===== src/rtl/lsu_align.sv =====
// lsu_align: single-outstanding RV32I load/store unit in front of a
// word-wide data memory with a one-cycle registered read port.
// Sub-word stores are done as read-modify-write.
// Loads return the selected lane with sign or zero extension.
//
//   state  | meaning
//   IDLE   | ready for a request; request fields latched on accept
//   RD     | memory read strobe for the latched word address
//   CAPT   | read data valid: extract load lane or merge store data
//   WR     | memory write strobe with the full merged/stored word
//   RESP   | one-cycle response pulse, then back to IDLE
module lsu_align #(
  parameter int MEM_BYTES = 512,
  parameter int ADDR_W    = 32
) (
  input  logic              i_clk,
  input  logic              i_rst_n,
  input  logic              i_req_valid,
  output logic              o_req_ready,
  input  logic              i_req_we,
  input  logic [2:0]        i_req_funct3,
  input  logic [ADDR_W-1:0] i_req_addr,
  input  logic [31:0]       i_req_wdata,
  output logic              o_resp_valid,
  output logic [31:0]       o_resp_rdata,
  output logic              o_resp_err,
  output logic              o_mem_ren,
  output logic              o_mem_wren,
  output logic [ADDR_W-1:0] o_mem_addr,
  output logic [31:0]       o_mem_wdata,
  input  logic [31:0]       i_mem_rdata
);

  localparam logic [2:0] F3_B  = 3'b000;
  localparam logic [2:0] F3_H  = 3'b001;
  localparam logic [2:0] F3_W  = 3'b010;
  localparam logic [2:0] F3_BU = 3'b100;
  localparam logic [2:0] F3_HU = 3'b101;

  localparam logic [ADDR_W-1:0] MEM_LIMIT = ADDR_W'(MEM_BYTES);

  typedef enum logic [2:0] {
    S_IDLE,
    S_RD,
    S_CAPT,
    S_WR,
    S_RESP
  } state_t;

  state_t            state_q;
  state_t            state_d;

  logic [ADDR_W-1:0] addr_q;
  logic              we_q;
  logic [2:0]        funct3_q;
  // Holds raw store data from accept, then the merged word after CAPT.
  logic [31:0]       wbuf_q;

  logic              accept;
  logic              f3_legal;
  logic              misalign;
  logic              out_of_range;
  logic              req_err;
  logic [ADDR_W-1:0] req_word_addr;

  logic [7:0]        lane_byte;
  logic [15:0]       lane_half;
  logic [31:0]       load_ext;
  logic [31:0]       merged;

  assign accept        = i_req_valid && (state_q == S_IDLE);
  assign req_word_addr = {i_req_addr[ADDR_W-1:2], 2'b00};

  // Request legality: funct3 per direction, natural alignment, range.
  always_comb begin
    f3_legal = 1'b0;
    case (i_req_funct3)
      F3_B, F3_H, F3_W: f3_legal = 1'b1;
      F3_BU, F3_HU:     f3_legal = !i_req_we;
      default:          f3_legal = 1'b0;
    endcase
    misalign     = ((i_req_funct3[1:0] == 2'b01) && i_req_addr[0]) ||
                   ((i_req_funct3[1:0] == 2'b10) && (i_req_addr[1:0] != 2'b00));
    out_of_range = (req_word_addr >= MEM_LIMIT);
    req_err      = !f3_legal || misalign || out_of_range;
  end

  // Load lane selection and extension from the word returned in CAPT.
  always_comb begin
    lane_byte = 8'h00;
    case (addr_q[1:0])
      2'd0: lane_byte = i_mem_rdata[7:0];
      2'd1: lane_byte = i_mem_rdata[15:8];
      2'd2: lane_byte = i_mem_rdata[23:16];
      2'd3: lane_byte = i_mem_rdata[31:24];
      default: lane_byte = 8'h00;
    endcase
    lane_half = addr_q[1] ? i_mem_rdata[31:16] : i_mem_rdata[15:0];
    case (funct3_q)
      F3_B:    load_ext = {{24{lane_byte[7]}}, lane_byte};
      F3_BU:   load_ext = {24'h000000, lane_byte};
      F3_H:    load_ext = {{16{lane_half[15]}}, lane_half};
      F3_HU:   load_ext = {16'h0000, lane_half};
      default: load_ext = i_mem_rdata;
    endcase
  end

  // Sub-word store merge: new byte/half into its lane, rest from memory.
  always_comb begin
    merged = i_mem_rdata;
    if (funct3_q[1:0] == 2'b00) begin
      case (addr_q[1:0])
        2'd0: merged[7:0]   = wbuf_q[7:0];
        2'd1: merged[15:8]  = wbuf_q[7:0];
        2'd2: merged[23:16] = wbuf_q[7:0];
        2'd3: merged[31:24] = wbuf_q[7:0];
        default: merged = i_mem_rdata;
      endcase
    end else if (addr_q[1]) begin
      merged[31:16] = wbuf_q[15:0];
    end else begin
      merged[15:0] = wbuf_q[15:0];
    end
  end

  // State register.
  always_ff @(posedge i_clk or negedge i_rst_n) begin
    if (!i_rst_n) begin
      state_q <= S_IDLE;
    end else begin
      state_q <= state_d;
    end
  end

  // Next-state and strobe decode; strobes are pure functions of state.
  always_comb begin
    state_d      = state_q;
    o_req_ready  = 1'b0;
    o_mem_ren    = 1'b0;
    o_mem_wren   = 1'b0;
    o_resp_valid = 1'b0;
    case (state_q)
      S_IDLE: begin
        o_req_ready = 1'b1;
        if (i_req_valid) begin
          if (req_err) begin
            state_d = S_RESP;
          end else if (i_req_we && (i_req_funct3 == F3_W)) begin
            state_d = S_WR;
          end else begin
            state_d = S_RD;
          end
        end
      end
      S_RD: begin
        o_mem_ren = 1'b1;
        state_d   = S_CAPT;
      end
      S_CAPT: begin
        state_d = we_q ? S_WR : S_RESP;
      end
      S_WR: begin
        o_mem_wren = 1'b1;
        state_d    = S_RESP;
      end
      S_RESP: begin
        o_resp_valid = 1'b1;
        state_d      = S_IDLE;
      end
      default: state_d = S_IDLE;
    endcase
  end

  // Request latch and write buffer; the buffer is rebuilt in CAPT for RMW.
  always_ff @(posedge i_clk or negedge i_rst_n) begin
    if (!i_rst_n) begin
      addr_q   <= '0;
      we_q     <= 1'b0;
      funct3_q <= 3'b000;
      wbuf_q   <= 32'h0;
    end else if (accept) begin
      addr_q   <= i_req_addr;
      we_q     <= i_req_we;
      funct3_q <= i_req_funct3;
      wbuf_q   <= i_req_wdata;
    end else if ((state_q == S_CAPT) && we_q) begin
      wbuf_q <= merged;
    end
  end

  // Response data/error, updated only on the way into RESP and held after.
  always_ff @(posedge i_clk or negedge i_rst_n) begin
    if (!i_rst_n) begin
      o_resp_rdata <= 32'h0;
      o_resp_err   <= 1'b0;
    end else if (accept && req_err) begin
      o_resp_rdata <= 32'h0;
      o_resp_err   <= 1'b1;
    end else if ((state_q == S_CAPT) && !we_q) begin
      o_resp_rdata <= load_ext;
      o_resp_err   <= 1'b0;
    end else if (state_q == S_WR) begin
      o_resp_rdata <= 32'h0;
      o_resp_err   <= 1'b0;
    end
  end

  assign o_mem_addr  = {addr_q[ADDR_W-1:2], 2'b00};
  assign o_mem_wdata = wbuf_q;

endmodule


===== config.mk =====
export PLATFORM = sky130hd
export DESIGN_NAME = lsu_align
export DESIGN_NICKNAME = d
export VERILOG_FILES = /design/src/rtl/lsu_align.sv
export SDC_FILE = /design/constraint.sdc
export NUM_CORES = 1
export LEC_CHECK = 0
export BUFFER_PORTS_ARGS = -buffer_cell sky130_fd_sc_hd__buf_4
export CAP_MARGIN = 0
export CORE_ASPECT_RATIO = 0.9
export CORE_MARGIN = 2
export CORE_UTILIZATION = 40
export CTS_CLUSTER_DIAMETER = 150
export DETAILED_ROUTE_END_ITERATION = 7
export PLACE_DENSITY = 0.66
export SLEW_MARGIN = 20
export SYNTH_ARGS = -nofsm -noshare
export SYNTH_HDL_FRONTEND = slang
export SYNTH_SLANG_ARGS = --single-unit

===== constraint.sdc =====
create_clock -name i_clk -period 2.12 [get_ports i_clk]
set_clock_uncertainty 0.15 [all_clocks]
set_input_delay 0.53 -clock i_clk [delete_from_list [all_inputs] [get_ports i_clk]]
set_output_delay 0.53 -clock i_clk [all_outputs]
set_load 0.005 [all_outputs]

==> impl_metrics.json <==
{
  "outcome": "finished clean",
  "power.clock.fraction": 0.302,
  "critical-path-top-delay-family": "flip-flops",
  "synth_area_sq_um": 5520,
  "num-nets-final": 898,
  "r2r-start": "funct3_q[1]",
  "grt_usage": 0.248,
  "final.period_utilization": 0.958,
  "pwr_density_cell_nw_per_um2": 747,
  "rsz0062_at_grt": "false",
  "reg2reg_setup_slack_ps": 100,
  "total_core_area_sq_um": 13400,
  "r2r.worst_path.cells": 5,
  "drc": 0,
  "synth-edff-count": 0,
  "clock_path_buffers": 2,
  "worst-path-max-fanout": 6,
  "cts_inserted_buffers": 9,
  "timing.critical_path.mode_cell": "sky130_fd_sc_hd__buf_4",
  "timing.critical_path.buf_inv": 2,
  "drtIter0Drc": 562,
  "syn_area_per_cell_sq_um": 9.03,
  "finalPower_mw": 5.63,
  "required_ps": 1440,
  "leakagePower_nw": 3.81,
  "setup-violations-final": 0,
  "portBuffers": 201,
  "period_needed_ps": 2030,
  "die_area_sq_um": 14800,
  "cts.htree.levels": 3,
  "cellInternalPower_mw": 3.88,
  "synth-seq-cells": 104,
  "final_layout_size_suffix_gt1_frac": 0.350,
  "synth_largest_area_cell": "sky130_fd_sc_hd__dfrtp_1",
  "worstPathCellList": "buf_4 > nand2b_1 > nor2_1 > buf_4",
  "design.portCount": 204,
  "worst_hold_path.num_cells": 3,
  "detailroute.via_count": 5306,
  "postSynthCellCount": 612,
  "worstHoldEndpoint": "addr_q[7]",
  "drt-pass1-iter-count": 7,
  "finalSetupTns_ps": 0,
  "synth_top_cells_by_count": "150 x sky130_fd_sc_hd__nand2_1, 104 x sky130_fd_sc_hd__dfrtp_1, 48 x sky130_fd_sc_hd__o21ai_0, 36 x sky130_fd_sc_hd__buf_4, 28 x sky130_fd_sc_hd__nor2_1",
  "post-route-util": 0.562,
  "rr_endpoint": "o_mem_wdata[8]",
  "critical_path.endpoint_type": "output pin",
  "dp_hpwl_um": 14100,
  "die_h_um": 115,
  "wire_length_of_the_first_global_routing_pass_um": 27900,
  "ant_nets": 0,
  "fmax_ghz": 0.492,
  "max-vdd-ir-drop_uv": 504,
  "library_cell_with_the_highest_instance_count_after_synthesis": "sky130_fd_sc_hd__nand2_1",
  "hold_class": "primary input to flop",
  "postSynth.asyncResetShare": 1.00,
  "worst-setup-path-type": "flop to output pin",
  "number_of_warnings_printed_during_yosys_synthesis": 0,
  "slowest_delay_ps": 450,
  "max_cap_violations": 0,
  "grt_start_max_net_pins": 62,
  "fill_cells": 1236,
  "floorplan.die.width_um": 128,
  "place_area_sq_um": 7160,
  "crit_path_top_delay_cell": "sky130_fd_sc_hd__dfrtp_2",
  "clock_insertion_delay_worst_skew_ps": 360,
  "gp_congestion": 0.916,
  "synth-seq-area-share": 0.471,
  "ys_dominant_reg_cell": "sky130_fd_sc_hd__dfrtp_1",
  "finalHoldViolCount": 0,
  "grt.overflow.total": 0,
  "critical_path.startpoint_type": "flop",
  "floorplan.rows": 40,
  "tritoncts": "built",
  "first_global_vias": 5095,
  "fraction_of_power_consumed_by_combinational_cells": 0.269,
  "sequentialPowerShare": 0.429,
  "synth_area_leaders": "sky130_fd_sc_hd__dfrtp_1 47%, sky130_fd_sc_hd__nand2_1 10%, sky130_fd_sc_hd__buf_4 4.9%, sky130_fd_sc_hd__o21ai_0 4.3%, sky130_fd_sc_hd__mux2i_1 3.1%",
  "number_of_antenna_violations_at_the_first_check_in_global_routing": 0,
  "finish.instance_area_sq_um": 7530,
  "route.detailed.vias_per_inst": 5.48,
  "clk_pin_slew_ps": 70,
  "clock_sinks": 104,
  "root_buffer": "sky130_fd_sc_hd__clkbuf_16",
  "synthToLayoutAreaGrowth_pct": 36.4,
  "insertedDiodeCount": 0,
  "routedWlPerCell_um": 18.7,
  "post_synth_num_cell_types": 55,
  "initial_core_util": 0.412,
  "sw_frac_of_total": 0.311,
  "synth_top_area_share": 0.471,
  "report.final.slew_viol_count": 0,
  "fin_hold_ws_ps": 222,
  "routed_wl_um": 18100,
  "worst-endpoint-arrival_ps": 1350,
  "hold_path_startpoint": "i_req_addr[7]",
  "netSwitchingPower_mw": 1.75
}
## cell usage in the layout (no fill, tap or decap), drive strengths merged, types with 3 or more instances in the layout
| master | count |
|---|---|
| a21oi | 18 |
| a211oi | 10 |
| mux2i | 17 |
| inv | 25 |
| nand2b | 8 |
| a22o | 14 |
| a22oi | 3 |
| nand4 | 3 |
| nor4b | 3 |
| nor3 | 5 |
| a311oi | 8 |
| o21a | 3 |
| o21ai | 52 |
| nor4 | 7 |
| clkinv | 3 |
| o22ai | 11 |
| nor2 | 29 |
| a221o | 6 |
| a21boi | 5 |
| clkbuf | 9 |
| a221oi | 12 |
| a21o | 18 |
| dfrtp | 104 |
| buf | 240 |
| nand2 | 150 |
| nand3 | 9 |
## metal layers
layer  GRT usage  vias up  part of all wire  wire [um]
met5           0        -                 0          0
met4      0.0637        0             0.018        327
met3      0.0642       24             0.085       1540
met2       0.380      249              0.47       8470
met1       0.354     2563              0.43       7810
li1            -     2470                 -          -
## power groups by stage
stage               clock [mW]  sequential, mW  combinational, mW
floorplan                    0            2.41              0.754
global route              1.81            2.44               1.65
finish                    1.70            2.42               1.52
CTS                       1.73            2.41               1.49
detailed placement           0            2.45               1.49
global placement             0            2.44               1.46
## flip-flops by register name (all words and copies together) (netlist names)
register      count
o_resp_err        1
funct3_q          3
we_q              1
addr_q           32
o_resp_rdata     32
state_q           3
o_mem_wdata      32
## through the flow
step | std cells | worst slack [ps]
floorplan | 613 | 102
global placement | 950 | -385
detailed placement | 950 | -362
CTS | 968 | 17.1
global route | 968 | 2.04
finish | 968 | 88.1
## repair_timing
item	4_1_cts	5_1_grt
hold buffers	1	0
endpoints found under the hold margin	8	0
gates resized for setup	0	11
buffers inserted	1	0
endpoints found under the setup margin	8	44
## worst min-delay path: cells and delay by family
| kind | cells | cell delay [ps] |
|---|---|---|
| and+or+nand+nor | 2 | 90 |
| buffers and inverters | 1 | 80 |
## final cells by class
type | instances | area (sq um) | area share
Inverter | 23 | 86.3 | 0.0115
Sequential cell | 104 | 2600 | 0.346
Timing Repair Buffer | 241 | 1870 | 0.249
Clock inverter | 7 | 70.1 | 0.00930
Clock buffer | 9 | 225 | 0.0299
Tap cell | 168 | 210 | 0.0279
Multi-Input combinational cell | 416 | 2460 | 0.327
## worst max-delay path by stage
stage / from / to / slack (ps) / cells after the start
after floorplan: i_req_addr[24] / o_resp_rdata[25] / 100 / 6
after global placement: i_req_addr[24] / o_resp_rdata[9] / -380 / 8
after detailed placement: i_req_addr[24] / o_resp_rdata[27] / -360 / 8
after CTS: i_req_addr[24] / o_resp_rdata[27] / 20 / 8
after global routing: funct3_q[1] / o_mem_wdata[8] / 2 / 5
final: state_q[1] / o_mem_ren / 90 / 4
## cell families after synthesis
kind of cell	after synthesis	share of synthesized area
and+or+nand+nor	226	0.182
AOI/OAI and AO/OA	169	0.216
DFF	104	0.471
buffers and inverters	93	0.0933
muxes	19	0.0369
other	1	0.000679
(Power assumes the default switching activity.)
